[src/rtl/rv32_pkg.sv]
// Shared fetch-stage types: controller states, redirect sources and instruction size.
package rv32_pkg;

    typedef enum logic [1:0] {
        BOOT,
        RUN,
        FLUSH,
        HALT
    } fetch_state_e;

    typedef enum logic [1:0] {
        NONE,
        JALR,
        JAL,
        BR
    } redir_src_e;

    localparam int INSTR_BYTES = 4;

endpackage : rv32_pkg

[src/rtl/redirect_sel.sv]
// Priority mux over the EX-stage redirect sources (jalr > jal > branch).
// Produces the winning target and flags it when it is not word aligned.
module redirect_sel
    import rv32_pkg::*;
#(
    parameter int XLEN = 32
) (
    input  logic            jalr_i,
    input  logic            jal_i,
    input  logic            br_i,
    input  logic [XLEN-1:0] jalr_tgt_i,
    input  logic [XLEN-1:0] jal_tgt_i,
    input  logic [XLEN-1:0] br_tgt_i,
    output logic            redirect_o,
    output logic [XLEN-1:0] target_o,
    output logic            misaligned_o
);

    redir_src_e src;

    always_comb begin
        src = NONE;
        if (jalr_i) begin
            src = JALR;
        end else if (jal_i) begin
            src = JAL;
        end else if (br_i) begin
            src = BR;
        end
    end

    // jalr clears bit 0 of rs1+imm as the ISA requires; the other targets pass through.
    always_comb begin
        target_o = '0;
        case (src)
            JALR:    target_o = {jalr_tgt_i[XLEN-1:1], 1'b0};
            JAL:     target_o = jal_tgt_i;
            BR:      target_o = br_tgt_i;
            default: target_o = '0;
        endcase
    end

    assign redirect_o   = (src != NONE);
    assign misaligned_o = redirect_o && (target_o[1:0] != 2'b00);

endmodule : redirect_sel

[src/rtl/fetch_ctrl.sv]
// RV32I fetch sequencer: PC, imem handshake, redirect arbitration and IF/ID flush.
// Define FETCH_PERF_CNT_EN to build the stall/redirect performance counters.
module fetch_ctrl
    import rv32_pkg::*;
#(
    parameter int              XLEN         = 32,
    parameter logic [XLEN-1:0] RESET_PC     = 32'h0000_0000,
    parameter int              FLUSH_CYCLES = 2,
    parameter int              CNT_W        = 32
) (
    input  logic             clk,
    input  logic             reset,
    input  logic             stall_i,
    input  logic             jalr_i,
    input  logic             jal_i,
    input  logic             br_i,
    input  logic [XLEN-1:0]  jalr_tgt_i,
    input  logic [XLEN-1:0]  jal_tgt_i,
    input  logic [XLEN-1:0]  br_tgt_i,
    input  logic             imem_ready_i,
    output logic             imem_req_o,
    output logic [XLEN-1:0]  imem_addr_o,
    output logic [XLEN-1:0]  pc_o,
    output logic             fetch_valid_o,
    output logic [XLEN-1:0]  fetch_pc_o,
    output logic             flush_o,
    output logic             misalign_o,
    output logic [CNT_W-1:0] stall_cnt_o,
    output logic [CNT_W-1:0] redir_cnt_o
);

    localparam logic [2:0] FLUSH_LOAD = 3'(FLUSH_CYCLES - 1);

    fetch_state_e    state_q, state_d;
    logic [XLEN-1:0] pc_q, pc_d;
    logic [2:0]      flush_cnt_q, flush_cnt_d;
    logic            fetch_valid_q, fetch_valid_d;
    logic [XLEN-1:0] fetch_pc_q, fetch_pc_d;
    logic            misalign_q, misalign_d;

    logic            redirect;
    logic [XLEN-1:0] target;
    logic            misaligned;
    logic            active;
    logic            accept;

    redirect_sel #(
        .XLEN(XLEN)
    ) u_redirect_sel (
        .jalr_i       (jalr_i),
        .jal_i        (jal_i),
        .br_i         (br_i),
        .jalr_tgt_i   (jalr_tgt_i),
        .jal_tgt_i    (jal_tgt_i),
        .br_tgt_i     (br_tgt_i),
        .redirect_o   (redirect),
        .target_o     (target),
        .misaligned_o (misaligned)
    );

    assign active     = (state_q == RUN) || (state_q == FLUSH);
    assign imem_req_o = active && !stall_i && !redirect;
    assign accept     = imem_req_o && imem_ready_i;

    always_ff @(posedge clk) begin
        if (reset) begin
            state_q       <= BOOT;
            pc_q          <= RESET_PC;
            flush_cnt_q   <= '0;
            fetch_valid_q <= 1'b0;
            fetch_pc_q    <= '0;
            misalign_q    <= 1'b0;
        end else begin
            state_q       <= state_d;
            pc_q          <= pc_d;
            flush_cnt_q   <= flush_cnt_d;
            fetch_valid_q <= fetch_valid_d;
            fetch_pc_q    <= fetch_pc_d;
            misalign_q    <= misalign_d;
        end
    end

    // Redirect overrides everything; otherwise the flush window keeps counting
    // down even while stalled, and fetching continues underneath it.
    always_comb begin
        state_d       = state_q;
        pc_d          = pc_q;
        flush_cnt_d   = flush_cnt_q;
        fetch_valid_d = 1'b0;
        fetch_pc_d    = fetch_pc_q;
        misalign_d    = misalign_q;
        case (state_q)
            BOOT: begin
                state_d = RUN;
            end
            RUN, FLUSH: begin
                if (state_q == FLUSH) begin
                    if (flush_cnt_q == 3'd0) begin
                        state_d = RUN;
                    end else begin
                        flush_cnt_d = flush_cnt_q - 3'd1;
                    end
                end
                if (redirect) begin
                    if (misaligned) begin
                        state_d    = HALT;
                        misalign_d = 1'b1;
                    end else begin
                        pc_d        = target;
                        state_d     = FLUSH;
                        flush_cnt_d = FLUSH_LOAD;
                    end
                end else if (accept) begin
                    pc_d          = pc_q + XLEN'(INSTR_BYTES);
                    fetch_valid_d = 1'b1;
                    fetch_pc_d    = pc_q;
                end
            end
            HALT: begin
                state_d = HALT;
            end
            default: begin
                state_d = BOOT;
            end
        endcase
    end

    assign pc_o          = pc_q;
    assign imem_addr_o   = pc_q;
    assign fetch_valid_o = fetch_valid_q;
    assign fetch_pc_o    = fetch_pc_q;
    assign flush_o       = (state_q == FLUSH);
    assign misalign_o    = misalign_q;

`ifdef FETCH_PERF_CNT_EN
    logic [CNT_W-1:0] stall_cnt_q, stall_cnt_d;
    logic [CNT_W-1:0] redir_cnt_q, redir_cnt_d;

    // Misaligned redirects still count: they were taken, they just halted us.
    always_comb begin
        stall_cnt_d = stall_cnt_q;
        redir_cnt_d = redir_cnt_q;
        if (active && stall_i) begin
            stall_cnt_d = stall_cnt_q + CNT_W'(1);
        end
        if (active && redirect) begin
            redir_cnt_d = redir_cnt_q + CNT_W'(1);
        end
    end

    always_ff @(posedge clk) begin
        if (reset) begin
            stall_cnt_q <= '0;
            redir_cnt_q <= '0;
        end else begin
            stall_cnt_q <= stall_cnt_d;
            redir_cnt_q <= redir_cnt_d;
        end
    end

    assign stall_cnt_o = stall_cnt_q;
    assign redir_cnt_o = redir_cnt_q;
`else
    assign stall_cnt_o = '0;
    assign redir_cnt_o = '0;
`endif

endmodule : fetch_ctrl

[config.mk]
export PLATFORM = sky130hd
export DESIGN_NAME = fetch_ctrl
export DESIGN_NICKNAME = d
export VERILOG_FILES = /design/src/rtl/rv32_pkg.sv /design/src/rtl/redirect_sel.sv /design/src/rtl/fetch_ctrl.sv
export SDC_FILE = /design/constraint.sdc
export NUM_CORES = 1
export LEC_CHECK = 0
export ABC_AREA = 0
export BUFFER_PORTS_ARGS = -buffer_cell sky130_fd_sc_hd__buf_2
export CAP_MARGIN = 20
export CELL_PAD_IN_SITES_DETAIL_PLACEMENT = 0
export CELL_PAD_IN_SITES_GLOBAL_PLACEMENT = 1
export CORE_MARGIN = 1
export CORE_UTILIZATION = 32
export DETAILED_ROUTE_END_ITERATION = 7
export PLACE_DENSITY_LB_ADDON = 0.1
export SLEW_MARGIN = 20
export SYNTH_ARGS = -nofsm -noshare
export SYNTH_HDL_FRONTEND = slang
export SYNTH_SLANG_ARGS = --single-unit
[constraint.sdc]
create_clock -name clk -period 5.4 [get_ports clk]
set_input_delay 0.54 -clock clk [delete_from_list [all_inputs] [get_ports clk]]
set_output_delay 0.54 -clock clk [all_outputs]
set_load 0.03 [all_outputs]
==> reports/metrics.cfg <==
[finish]
finalNonFillerCells=979
fin_util_pct=39.9
nets=903
drive_above_1_share_pct=28.9
synthToLayoutAreaGrowth_pct=19.6
antenna_cells=0

[logic_synthesis]
ys_top_cells_by_area=dfxtp_1, buf_4, nand2_1, a21oi_1, o21ai_0
netlist.area_leader.share_pct=30.1
syn-instance-count=653
yosysMostFrequentCell=nand2_1
synth_area_leader_cell=dfxtp_1
synth-edff-count=0
ys_seq_area_share_pct=30.1
ys_ff_latch=71
synth_common_cells=nand2_1, buf_4, a21oi_1, dfxtp_1, o21ai_0
avgSynthCellArea_sq_um=7.22
netlist_area_sq_um=4720
ys_types=50
yosys_warnings=0
ys.flop_type=dfxtp_1
async_flop_share_pct=0

[cts]
clock_tree.root_cell=clkbuf_16
clock_latency_ns=0.33
cts_htree_levels=3
clockBufferDepth=2
post_cts_resized=0
cts_setup_buffers=0
path_clk_slew_ns=0.06
cts-buffers-inserted=9
hold_buffers=0
cts_tree=yes
cts_sinks=71

[detailed_routing]
ant_nets=0
vias=4876
routed-wl-met3_microns=1080
drt-met1-wl_microns=7240
drt_iter0_drc=297
drc=0
wl_per_cell_microns=16.0
dr.max_layer_used=met4
met2_length_microns=7170
viasPerCell=4.98
postRouteWirelength_microns=15600
first_pass_iters=5

[sta]
timing.final.crit_period_ns=2.81
slew_violations=0
slew_headroom_pct=31.3
fin_setup_tns_ns=0
fmax_mhz=356
rsz0062_at_grt=false
tightest_slew_ns=1.02
setup_violations=0
finalHoldViolCount=0
period_share_pct=52.0
finClkSkew_ns=0.00842

[worst_setup_path]
max_stage_delay_ns=0.86
path_cells=buf_2, or3_4, nor3_2, buf_4, nand2_1, a21oi_1
worst-r2r-setup-slack_ns=2.78
path_class=in -> reg
critPathMaxFanout=58
crit_slowest_cell=nor3_2
required_ns=5.65
critPathLaunchType=input pin
end_kind=flop
cp_top_family=simple AND/OR/NAND/NOR gates
arrival_ns=3.06
cp_num_buf_inv=2

[floorplan]
rows=43
die_x_microns=123
core_sq_um=14100
die_h_microns=123
boundaryPins=267
die_area_sq_um=15200
start_util_pct=33.3

[power]
peakVddDrop_uv=137
power.total_mw=1.67
power.leakage_nw=2.52
p_per_area_nw_per_um2=296

[global_route]
groute.usage.overall_pct=20.5
antenna_found_initial=0
grt_overflow=0
grt_pass1_wl_microns=23600
grt_max_degree=59
grt_pass1_vias=4284

[placement]
dp_hpwl_microns=11800
port_buffers=201
dp_cells=963
routabilityCongestion=0.772

[outcome]
status=complete, no violations

[job]
max_cap_viol_count=0

[hold_path]
hold_path_class=reg -> reg

==> cells in the final DEF (no fill, tap or decap), types with 9 or more instances in the layout <==
cell type  count
a21oi_1       71
a22oi_1       10
nor2_1        25
o21ai_0       60
a211oi_1      10
clkbuf_16      9
dfxtp_1       71
nor3_1        13
inv_1         12
nand2_1      108
nand3_1       19
buf_2        201
o22ai_1       12
conb_1        64
a31oi_1       13
==> where the power goes <==
part	switching, mW	internal [mW]	total (mW)	leakage [nW]
sequential	0.0614	0.556	0.617	0.576
combinational	0.328	0.129	0.458	1.80
clock	0.229	0.367	0.596	0.144
==> logic make-up after synthesis <==
kind of cell | after synthesis | synth area share (%)
other cells | 1 | 0.0795
simple gates | 219 | 22.2
flops | 71 | 30.1
fa+ha+maj | 6 | 1.59
mux | 2 | 0.425
compound gates | 201 | 25.4
buf+inv | 153 | 20.2
==> routing by layer <==
layer	vias up	track usage (%)
li1	2429	-
met1	2223	29.2
met2	213	31.4
met3	11	3.64
met4	0	5.65
met5	-	0
==> stage by stage <==
step	setup WS, ns	hold WS, ns	cell area, sq um
6_report	2.59	0.450	5640
5_1_grt	2.41	0.476	5640
4_1_cts	2.60	0.452	5640
3_5_place_dp	2.25	0.445	5340
3_3_place_gp	2.10	0.436	5320
2_1_floorplan	3.22	0.449	4950
==> final cells by class <==
cell class                      instances  area (sq um)
Clock buffer                           10           239
Clock inverter                          6          60.1
Fill cell                            1521          8510
Inverter                               13          48.8
Multi-Input combinational cell        492          2590
Sequential cell                        71          1420
Tap cell                              180           225
Timing Repair Buffer                  207          1060
==> worst min-delay path: stages, from the launching register on <==
cell and delay (ns):
dfxtp_1 0.30, nand2_1 0.05, a21oi_1 0.05
==> final timing paths <==
| path | startpoint | endpoint | cells past startpoint |
|---|---|---|---|
| worst max-delay path | jalr_i | fetch_pc_o[11] | 6 |
| worst min-delay path | fetch_pc_o[14] | fetch_pc_o[14] | 2 |
| worst max register to register | state_q[0] | fetch_pc_o[11] | 7 |
| worst min register to register | fetch_pc_o[14] | fetch_pc_o[14] | 2 |
==> sequential cells by signal, indices dropped and copies added (netlist names) <==
register       flops
imem_addr_o       32
fetch_pc_o        32
flush_cnt_q        3
misalign_o         1
fetch_valid_o      1
state_q            2
No activity file was read; power rests on OpenSTA's default activity.
